--- src/rtl/fifo_uart_tx.sv ---
// fifo_uart_tx
//   Drains a FIFO onto an asynchronous UART line. A word is captured from
//   the FIFO head whenever the FIFO is non-empty and the transmitter is idle
//   (or is just finishing a frame). The word is then sent as a start bit,
//   n data bits LSB first, an optional parity bit and sb stop bits. Frames
//   run back-to-back with no idle gap while the FIFO has data.
//
// Parameters
//   n    word width (5..9)
//   div  clk cycles per UART bit (>= 2)
//   par  0 = no parity, 1 = even, 2 = odd
//   sb   stop bits (1 or 2)
//
// Ports
//   clk    in   system clock, rising edge
//   rst_n  in   asynchronous active-low reset
//   data   in   FIFO head word, valid while empty = 0
//   empty  in   FIFO empty flag
//   clk_o  out  FIFO read strobe, one cycle high per captured word
//   tx     out  serial line, idle high
//   busy   out  high from word capture until the last stop bit ends
module fifo_uart_tx #(
    parameter int n   = 8,
    parameter int div = 104,
    parameter int par = 0,
    parameter int sb  = 1
) (
    input  logic         clk,
    input  logic         rst_n,
    input  logic [n-1:0] data,
    input  logic         empty,
    output logic         clk_o,
    output logic         tx,
    output logic         busy
);

    localparam int CW = (div > 1) ? $clog2(div) : 1;
    localparam int BW = $clog2(n + 1);

    localparam logic [CW-1:0] CNT_LAST  = CW'(div - 1);
    localparam logic [BW-1:0] DATA_LAST = BW'(n - 1);
    localparam logic [BW-1:0] STOP_LAST = BW'(sb - 1);

    typedef enum logic [2:0] {
        IDLE,
        START,
        DATA,
        PAR,
        STOP
    } state_t;

    state_t         state_q, state_d;
    logic [CW-1:0]  cnt_q,   cnt_d;
    logic [BW-1:0]  bi_q,    bi_d;
    logic [n-1:0]   shift_q, shift_d;
    logic           par_q,   par_d;
    logic           tx_q,    tx_d;
    logic           busy_q,  busy_d;
    logic           clk_o_q, clk_o_d;

    logic           bit_end;
    logic           capture;

    always_comb begin
        state_d = state_q;
        cnt_d   = cnt_q;
        bi_d    = bi_q;
        shift_d = shift_q;
        par_d   = par_q;
        tx_d    = tx_q;
        busy_d  = busy_q;
        clk_o_d = 1'b0;

        bit_end = (cnt_q == CNT_LAST);
        // empty is only looked at while idle or on the very last stop cycle,
        // so the FIFO flag has settled long after the previous pop.
        capture = !empty &&
                  ((state_q == IDLE) ||
                   ((state_q == STOP) && bit_end && (bi_q == STOP_LAST)));

        if (state_q != IDLE) begin
            cnt_d = bit_end ? '0 : cnt_q + 1'b1;
        end

        case (state_q)
            IDLE: begin
                cnt_d = '0;
            end
            START: begin
                if (bit_end) begin
                    state_d = DATA;
                    tx_d    = shift_q[0];
                    bi_d    = '0;
                end
            end
            DATA: begin
                if (bit_end) begin
                    if (bi_q == DATA_LAST) begin
                        bi_d = '0;
                        if (par != 0) begin
                            state_d = PAR;
                            tx_d    = par_q;
                        end else begin
                            state_d = STOP;
                            tx_d    = 1'b1;
                        end
                    end else begin
                        // Next bit to appear is the one about to land in shift[0].
                        shift_d = shift_q >> 1;
                        tx_d    = shift_q[1];
                        bi_d    = bi_q + 1'b1;
                    end
                end
            end
            PAR: begin
                if (bit_end) begin
                    state_d = STOP;
                    tx_d    = 1'b1;
                    bi_d    = '0;
                end
            end
            STOP: begin
                if (bit_end) begin
                    if (bi_q == STOP_LAST) begin
                        state_d = IDLE;
                        busy_d  = 1'b0;
                        tx_d    = 1'b1;
                        bi_d    = '0;
                    end else begin
                        bi_d = bi_q + 1'b1;
                    end
                end
            end
            default: begin
                state_d = IDLE;
                tx_d    = 1'b1;
                busy_d  = 1'b0;
            end
        endcase

        // Capture overrides the STOP-end transition so the next start bit
        // follows the last stop cycle directly.
        if (capture) begin
            shift_d = data;
            par_d   = (par == 2) ? ~^data : ^data;
            state_d = START;
            tx_d    = 1'b0;
            busy_d  = 1'b1;
            clk_o_d = 1'b1;
            cnt_d   = '0;
            bi_d    = '0;
        end
    end

    always_ff @(posedge clk or negedge rst_n) begin
        if (!rst_n) begin
            state_q <= IDLE;
            cnt_q   <= '0;
            bi_q    <= '0;
            shift_q <= '0;
            par_q   <= 1'b0;
            tx_q    <= 1'b1;
            busy_q  <= 1'b0;
            clk_o_q <= 1'b0;
        end else begin
            state_q <= state_d;
            cnt_q   <= cnt_d;
            bi_q    <= bi_d;
            shift_q <= shift_d;
            par_q   <= par_d;
            tx_q    <= tx_d;
            busy_q  <= busy_d;
            clk_o_q <= clk_o_d;
        end
    end

    assign tx    = tx_q;
    assign busy  = busy_q;
    assign clk_o = clk_o_q;

endmodule

--- config.mk ---
export PLATFORM = sky130hd
export DESIGN_NAME = fifo_uart_tx
export DESIGN_NICKNAME = d
export VERILOG_FILES = /design/src/rtl/fifo_uart_tx.sv
export SDC_FILE = /design/constraint.sdc
export NUM_CORES = 1
export LEC_CHECK = 0
export BUFFER_PORTS_ARGS = -buffer_cell sky130_fd_sc_hd__buf_2
export CORE_MARGIN = 5
export CORE_UTILIZATION = 62
export DETAILED_ROUTE_END_ITERATION = 8
export PLACE_DENSITY = 0.88
export SLEW_MARGIN = 15
export SYNTH_ARGS = -nofsm -noshare
export SYNTH_HDL_FRONTEND = slang
export SYNTH_SLANG_ARGS = --single-unit
--- constraint.sdc ---
create_clock -name clk -period 5.4 [get_ports clk]
set_input_delay 0.81 -clock clk [delete_from_list [all_inputs] [get_ports clk]]
set_output_delay 0.81 -clock clk [all_outputs]
set_load 0.02 [all_outputs]
## Word-level counts from Yosys, hierarchy flattened

Index checks and enable logic that the tools add are counted.

| storage, ports and cells | value |
|---|---|
| bits in registers | 25 |
| input port bits | 11 |

| operators by class | value |
|---|---|
| add/sub/neg operators | 2 |
| equal/unequal tests | 16 |
| mux-type cells | 36 |
| reduce and logical (&&, ||, !) cells | 19 |

Operators with widths:

| cell | number |
|---|---|
| $mux 8 | 4 |
| $mux 7 | 4 |
| $mux 4 | 6 |
| $mux 3 | 7 |
| $ne 3x3->1 const B | 5 |
| $pmux 3 s5 | 1 |
| $pmux 4 s3 | 1 |
| $mux 1 | 11 |
| $add 7x1->7 const B | 1 |
| $eq 7x7->1 const B | 1 |
| $reduce_and 7->1 | 1 |
| $eq 3x2->1 const B | 2 |
| $reduce_and 3->1 | 2 |
| $reduce_and 6->1 | 1 |
| $reduce_bool 3->1 | 2 |
| $pmux 1 s5 | 1 |
| $add 4x1->4 const B | 1 |
| $eq 4x3->1 const B | 1 |
| $logic_not 4->1 | 1 |
| $ne 2x2->1 const B | 2 |
| $reduce_and 4->1 | 1 |
| $reduce_bool 2->1 | 2 |
| $reduce_bool 4->1 | 1 |
| $reduce_or 4->1 | 1 |
| 11 further kinds | 13 |

## Longest topological paths before layout

Gate-level depths: netlist (run 1).

| logic depth | value |
|---|---|
| depth in word-level cells | 7 |
| gate-level depth with buffers | 7 |
| depth with buffers taken out | 6 |

## Least setup slack after synthesis (run 1)

No wires, ideal clock.

| timing path | value |
|---|---|
| path type | reg-to-reg |
| start | register bi_q[0] |
| end | register shift_q[1] |
| library setup time | 126 ps |
| arrival | 1,914 ps |
| path slack | 3,360 ps |
| cell stages (with the launch flop) | 8 |
| clock period less this slack | 2,040 ps |
| path through | dfrtp_1 -> ha_1 -> and3b_1 -> clkbuf_1 -> or4_4 -> buf_6 -> a21boi_4 -> a221o_1 |

| on the way | value |
|---|---|
| longest elaborated chain between the ends | 6 |

Ends and longest elaborated chain:

| element | RTL line | source |
|---|---|---|
| start, declared | 54 | `logic [BW-1:0] bi_q, bi_d;` |
| start signal, assigned | 168 | `bi_q <= bi_d;` |
| $logic_not 4->1 | 79 | `((state_q == STOP) && bit_end && (bi_q == STOP_LAST)));` |
| $logic_and 1x1->1 | 79 |  |
| $logic_or 1x1->1 | 78 | `((state_q == IDLE) \|\|` |
| $logic_and 1x1->1 | 77 | `capture = !empty &&` |
| $ne 2x2->1 (no line) / $reduce_bool 2->1 (equally long branches) | -- |  |
| $reduce_and 3->1 (no line) | -- |  |
| end signal, assigned | 169 | `shift_q <= shift_d;` |
| end, declared | 55 | `logic [n-1:0] shift_q, shift_d;` |

Several ways; a longest one is shown, not always the timed one.
A chain may end at the register's enable or synchronous reset.

## Final worst setup path (run 1)

| timing path | value |
|---|---|
| start | register bi_q[0] |
| end | register shift_q[7] |

The elaborated chain is that of the path after synthesis.

==> results of run 1 <==
-- through the flow --
stage | worst slack, ns | cell area, µm²
finish | 3.116 | 1480
global route | 2.954 | 1480
CTS | 3.138 | 1480
detailed placement | 3.155 | 1454
global placement | 3.255 | 1454
floorplan | 3.360 | 1398
-- power breakdown --
group | total [mW] | switching (mW) | internal [mW]
Clock | 0.0837 | 0.0548 | 0.0289
Combinational | 0.0117 | 0.00722 | 0.00449
Sequential | 0.190 | 0.000947 | 0.189
-- layout make-up --
type,count,area [µm²],area share
Clock buffer,4,26.28,0.01775
Inverter,9,33.78,0.02282
Multi-Input combinational cell,98,693.2,0.4683
Sequential cell,25,626.9,0.4235
Tap cell,28,35.03,0.02367
Timing Repair Buffer,13,65.06,0.04396
-- path summary, 6_finish.rpt --
| path | start | end | slack [ns] | depth (start not counted) |
|---|---|---|---|---|
| worst max-delay path | bi_q[0] | shift_q[7] | 3.12 | 6 |
| worst min-delay path | rst_n | bi_q[3] | 0.45 | 1 |
| worst max register to register | bi_q[0] | shift_q[7] | 3.12 | 6 |
| worst min register to register | cnt_q[0] | cnt_q[0] | 0.50 | 1 |
| max in group asynchronous | rst_n | tx | 4.58 | 1 |
| min in group clk | cnt_q[0] | cnt_q[0] | 0.50 | 1 |
-- sequential cells by signal, indices dropped and copies added (netlist names) --
register  count
shift_q       8
tx            1
clk_o         1
state_q       3
busy          1
cnt_q         7
bi_q          4
-- cells in the final DEF (no fill, tap or decap), types with 2 or more instances in the layout --
cell and count:
o21ai_0 9, or3_1 3, a211oi_1 2, nand3_1 11, inv_1 9, ha_1 3, a21oi_1 5, nor2_1 10
or3b_1 2, or3b_2 2, nand2b_1 3, a221o_1 2, xor2_1 3, buf_2 13, o21bai_1 2, o31ai_1 2
dfrtp_1 24, clkbuf_4 3, mux2i_1 6, nand2_1 5, o22ai_1 4
-- critical path, cell delays in order, from the launching register on --
cell     delay, ns
dfrtp_1       0.42
inv_1         0.09
ha_1          0.16
or3b_1        0.42
o31ai_4       0.44
and2_1        0.45
o21ai_0       0.17
-- routing by layer --
metal	GRT usage	part of all wire	vias to the layer above
li1	-	-	532
met1	0.2664	0.46	556
met2	0.2839	0.49	36
met3	0.03394	0.049	0
met4	0.09272	0	0
met5	0	0	-
-- logic make-up after synthesis --
logic type	count (synthesis)	synth area share
flops	25	0.4485
fa+ha+maj	3	0.02686
buf+inv	17	0.05550
simple gates	46	0.1871
mux	7	0.05103
xor+xnor	4	0.02507
compound gates	38	0.2059
==> results.txt, run 1 <==
- For this design the ratio of total power to cell area is 192.6 nW/µm².
- Setup repair after global routing left no endpoint under its margin.
- Final max-slew violation count: 0
- Ranked by total cell area, the synthesized netlist is headed by dfrtp_1 43%, mux2i_1 4.3%, nand3_1 3.9%.
- Outcome: complete, no violations
- Worst-case clock skew: 0.001624 ns
- For this design the static power due to leakage is 0.6745 nW.
- Via count of the first global-routing pass: 1,095
- In the synthesized netlist, the number of instances is 140.
- Summed over all layers, the routed wires come to 2892 µm.
* Start-to-end type of the worst setup path: flop to flop
- Final hold vios: 0
- Summing every instance area after synthesis gives 1398 µm².
* Transition time of the tightest slew-check pin: 0.5446 ns
- IR analysis of the VDD net gives a maximum drop of 0.0001780 V.
- Fin nets: 164
- In the routed layout, each cell is associated on average with a via count of 6.350.
* Number of hold buffers added after cts: 0
* Dominant synthesized flop cell: dfrtp_1
- Entering global routing, the biggest net connects 26 pins.
* All-layer global routing usage: 0.1907
- Detailed placement ended at an HPWL of 2099 µm.
* Diodes inserted: 0
- Maximum net fanout on the critical path: 12
* Row Count: 17
* Detail-routed net length per standard cell: 16.34 µm
* Worst-case hold slack: 0.4521 ns
- Global-route wire length before repair: 4961 µm
- For this run, the register share of the synthesized area comes to 0.4485.
- The share of synthesized area in the top cell type comes to 0.4297.
* Mean instance size in the synthesized netlist: 9.983 µm²
* Die height: 57.48 µm
- The path class of the tightest hold or removal check is input pin to async pin.
- Leaving out filler cells and counting taps, the final layout contains 177.
- Share of final-layout standard cells stronger than drive strength 1: 0.1678
- Clock-pin slew was measured on the worst setup and hold paths at 0.13 ns.
- Area of the die: 3304 µm²
- Setup total negative slack on the finished layout was measured at 0 ns.
- CTS tree: done
* Count of distinct cell types in the synthesized netlist: 48
- CTS built an H-tree with a depth of 1.
- Most frequently used cell type in the post-synthesis netlist: dfrtp_1
* Post-Synthesis Net Count: 154
- Counting instances in the post-synthesis netlist gives the leading cell types as 24 x dfrtp_1, 11 x nand3_1, 10 x nor2_1.
* Ys async rst share: 1.000
* Final Critical Period: 2.284 ns
- Post-cts repair resize count: 0
* Routability Congestion: 0.8867
- The filler cells instantiated in the layout total 166.
- STA classifies the critical path startpoint as a flop.
- From left edge to right edge, the die measures 57.48 µm.
- Final Setup Violations: 0
* Later-pin clock latency in the skew report: 0.32 ns
* Yosys reg bits: 25
- F_max: 437.8 MHz
* Total Power: 285.0 µW
- Largest area contributor in the netlist: dfrtp_1
- Iteration count of the initial detailed-routing pass: 4
* Post-CTS Setup Bufs: 0
- Total DRC errors in the routed layout: 0
* Area of the core: 2191 µm²
- Root cell of the clock tree: clkbuf_4
- # IOs: 14
- Layout overhead on the synthesized area: 5.909%
- Once layout is complete, the utilization of the core stands at 0.6756.
- Arrival time at the worst endpoint: 2.48 ns
- Yosys warnings: 0
- Port buffering added 13 buffers.
- STA puts the critical path data required time at 5.60 ns.
* Slew headroom: 0.6369
- In the finished design, the share of the clock period the worst path needs comes to 0.4230.
- In this run, synthesis inferred 0 flip-flops with an integrated enable.
* Number of maximum-capacitance violations: 0
- Once placement completed, the tool counted placed cells totaling 173.
- Buffers inserted during clock tree synthesis total 3.
- Buffer levels on the longest clock path: 2
- Number of sinks driven by the clock tree: 25
- The routed layout has 1,124 vias.
- For this run the aggregate overflow at the end of global routing stands at 0.
- The number of antenna violations at the first check in global routing was 0.
* Count of antenna-violating nets left after detailed routing: 0
* Starting Density: 0.6379
- Critical Path Sink Type: flop
- The detailed router finished its first iteration with 48 violations.
Note: power is estimated with default switching activity, not from simulation.
==> run 2: changes to the inputs <==
--- a/config.mk
+++ b/config.mk
@@ -7,9 +7,9 @@
 export LEC_CHECK = 0
 export BUFFER_PORTS_ARGS = -buffer_cell sky130_fd_sc_hd__buf_2
 export CORE_MARGIN = 5
-export CORE_UTILIZATION = 62
+export CORE_UTILIZATION = 57
 export DETAILED_ROUTE_END_ITERATION = 8
-export PLACE_DENSITY = 0.88
+export PLACE_DENSITY = 0.82
 export SLEW_MARGIN = 15
 export SYNTH_ARGS = -nofsm -noshare
 export SYNTH_HDL_FRONTEND = slang
==> constraint.sdc (replaced) <==
create_clock -name clk -period 2.2 [get_ports clk]
set_input_delay 0.33 -clock clk [delete_from_list [all_inputs] [get_ports clk]]
set_output_delay 0.33 -clock clk [all_outputs]
set_load 0.02 [all_outputs]
==> run 2 against run 1 <==
  * Combinational power grew to 2.5 times the previous value
  * Critical path depth up 1
  * Critical endpoint is now shift_q[0]
  * Design area increased by 6.1%
  * Via count grew 1.6%
  * Final cell count rose by 7.3%
  * First-iteration DRC count is 38% higher
  * Register-to-register slack worse by 2.9 ns
  * Global-route usage is 0.12 points lower
==> results.txt, run 2 (synthesized netlist as in run 1, its figures left out) <==
- The worst hold margin was 0.2301 ns (-0.2220 ns).
* Share of the cycle needed by the critical path after routing: 0.9016 (+0.4786)
- The number of detailed-routing iterations run before antenna repair is 5 (+1).
- Routability Congestion: 0.8408 (-5.2%)
- Final hold vios: 0 (unchanged)
* Number of sinks driven by the clock tree: 25 (unchanged)
* Startpoint kind of the worst setup timing path: flop
- The total routed wirelength came to 2882 µm (-0.35%).
* Final Setup Violations: 0 (unchanged)
* Count of antenna-violating nets left after detailed routing: 0 (unchanged)
- The fill cell instance count of the final layout came to 185 (+11%).
- Via count: 1,142 (+1.6%)
- The detailed placer's ending HPWL is 2149 µm (+2.4%).
- The relative slew slack was 0.6289 (-0.008053).
- # IOs: 14 (unchanged)
- The largest net degree at the start of global routing was 26 (unchanged).
- Global-route wire length before repair: 5168 µm (+4.2%)
- Registers with the most flip-flops: shift_q: 8 flops, cnt_q: 7 flops, bi_q: 4 flops
- Row Count: 18 (+1)
- The share of the core filled with cells in the final layout was 0.6516 (-0.02400).
* WP data required: 2.41 ns (-3.19 ns)
- Routed via count divided by cell count: 6.011 (-5.4%)
* Largest register FFs: 8 (unchanged)
- Critical Path Sink Type: flop
- Number of maximum-capacitance violations: 0 (unchanged)
* Diodes inserted: 0 (unchanged)
* Worst min-delay path category: input pin to flop
- DR iter-0 viols: 66 (+38%)
- Largest register by flop count: shift_q
- The upper clock frequency limit is 504.2 MHz (+15%).
* Outcome: complete, no violations
- The power density over the cells is 442.5 nW/µm² (+130%).
* Final Critical Period: 1.983 ns (-0.3008 ns)
* Share of final-layout standard cells stronger than drive strength 1: 0.2250 (+0.05721)
- The maximum buffer depth of the clock tree is 2 (unchanged).
- TritonCTS built the clock tree.
- CTS clock-pin slew for the worst setup and hold paths: 0.13 ns (about the same)
- The final total power is 694.9 µW (+140%).
* Layout overhead on the synthesized area: 12.35%
- Detail-routed net length per standard cell: 15.17 µm (-7.2%)
- The library cell used most frequently in the layout, excluding fill and tap cells, is dfrtp_1.
* Later-pin clock latency in the skew report: 0.31 ns (about the same)
- Arrival time at the worst endpoint: 2.19 ns (-0.29 ns)
- The area of the die is 3542 µm² (+7.2%).
- Transition time of the tightest slew-check pin: 0.5567 ns (+0.01208 ns)
- The worst setup path is of the flop to flop kind.
* Maximum level of the CTS H-tree: 1 (unchanged)
- The maximum ir drop on the vdd rail came to 0.0002937 V (+65%).
- The CTS buffer count was 3 (unchanged).
* GR Overflow Total: 0 (unchanged)
- Worst-case clock skew: 0.006201 ns (+0.004577 ns)
- Final max-slew violation count: 0 (unchanged)
* Initial antenna violation count: 0 (unchanged)
- The effective utilization at floorplan is 0.5800 (-0.05796).
* Number of buffers inserted by port buffering: 13 (unchanged)
- The setup TNS after final layout is 0 ns (unchanged).
- Via count of the first global-routing pass: 1,173 (+7.1%)
- The combined global-route utilization of all metal layers is 0.1895 (-0.001217).
- Die Span X: 59.52 µm (+3.5%)
* Area of the core: 2410 µm² (+10%)
- Unrepaired setup endpoints after global routing: false
* Leakage: 0.7272 nW (+7.8%)
- The library cells used most frequently in the layout, excluding fill and tap cells, are 24 x dfrtp_1, 13 x buf_2, 11 x nand3_1.
- Total DRC errors in the routed layout: 0 (unchanged)
* Fin nets: 175 (+6.7%)
* Maximum net fanout on the critical path: 3 (-9)
- Die height: 59.52 µm (+3.5%)
- The tree is rooted in a clkbuf_4.
## run 2: cell count changes in the layout (fill, tap and decap cells not counted), sizes merged
| cell | delta |
|---|---|
| buf | +10 |
| dlygate4sd3 | +1 |
## run 2: final cells by class
cell class,instances,area (µm²),share of cell area
inverters,9,33.78,0.02151
flip-flops and latches,25,626.9,0.3992
repair buffers,24,150.1,0.09562
multi-input cells,98,695.7,0.4430
well taps,30,37.54,0.02390
clock buffers,4,26.28,0.01673
## run 2: worst paths after layout
kind | slack [ns] | endpoint | start | cells past startpoint
worst max-delay path | 0.22 | shift_q[0] | bi_q[0] | 7
worst min-delay path | 0.23 | shift_q[2] | data[2] | 3
worst max register to register | 0.22 | shift_q[0] | bi_q[0] | 7
worst min register to register | 0.50 | cnt_q[0] | cnt_q[0] | 1
max in group asynchronous | 1.30 | tx | rst_n | 2
min in group asynchronous | 0.52 | state_q[0] | rst_n | 2
## run 2: through the flow
| step | cell area [µm²] | cells | setup WS (ns) |
|---|---|---|---|
| after floorplan | 1398 | 140 | 0.1596 |
| after global placement | 1531 | 185 | 0.2727 |
| after detailed placement | 1531 | 185 | 0.1566 |
| after CTS | 1568 | 190 | 0.1331 |
| after global routing | 1570 | 190 | 0.06566 |
| final | 1570 | 190 | 0.2165 |
## run 2: timing repair
action,in CTS,in global routing
setup endpoints to repair,0,1
hold buffers,1,0
endpoints found under the hold margin,12,0
gates resized for setup,0,1
buffers inserted,0,0
## run 2: critical path, cell delays in order (launching register included)
cell      delay, ns
dfrtp_1        0.43
inv_1          0.10
ha_1           0.16
or3b_1         0.43
o31ai_4        0.25
buf_4          0.18
a21boi_4       0.06
a221o_1        0.29
## run 2: where the power goes
part	internal, mW	leakage [nW]	switching [mW]
Clock	0.0707	0.0150	0.129
Sequential	0.463	0.284	0.00264
Combinational	0.0120	0.429	0.0175
## run 2: layer usage
layer	routed length (µm)	track usage
met1	1295	0.2572
met2	1446	0.3105
met3	99	0.02397
met4	41	0.06646
met5	0	0
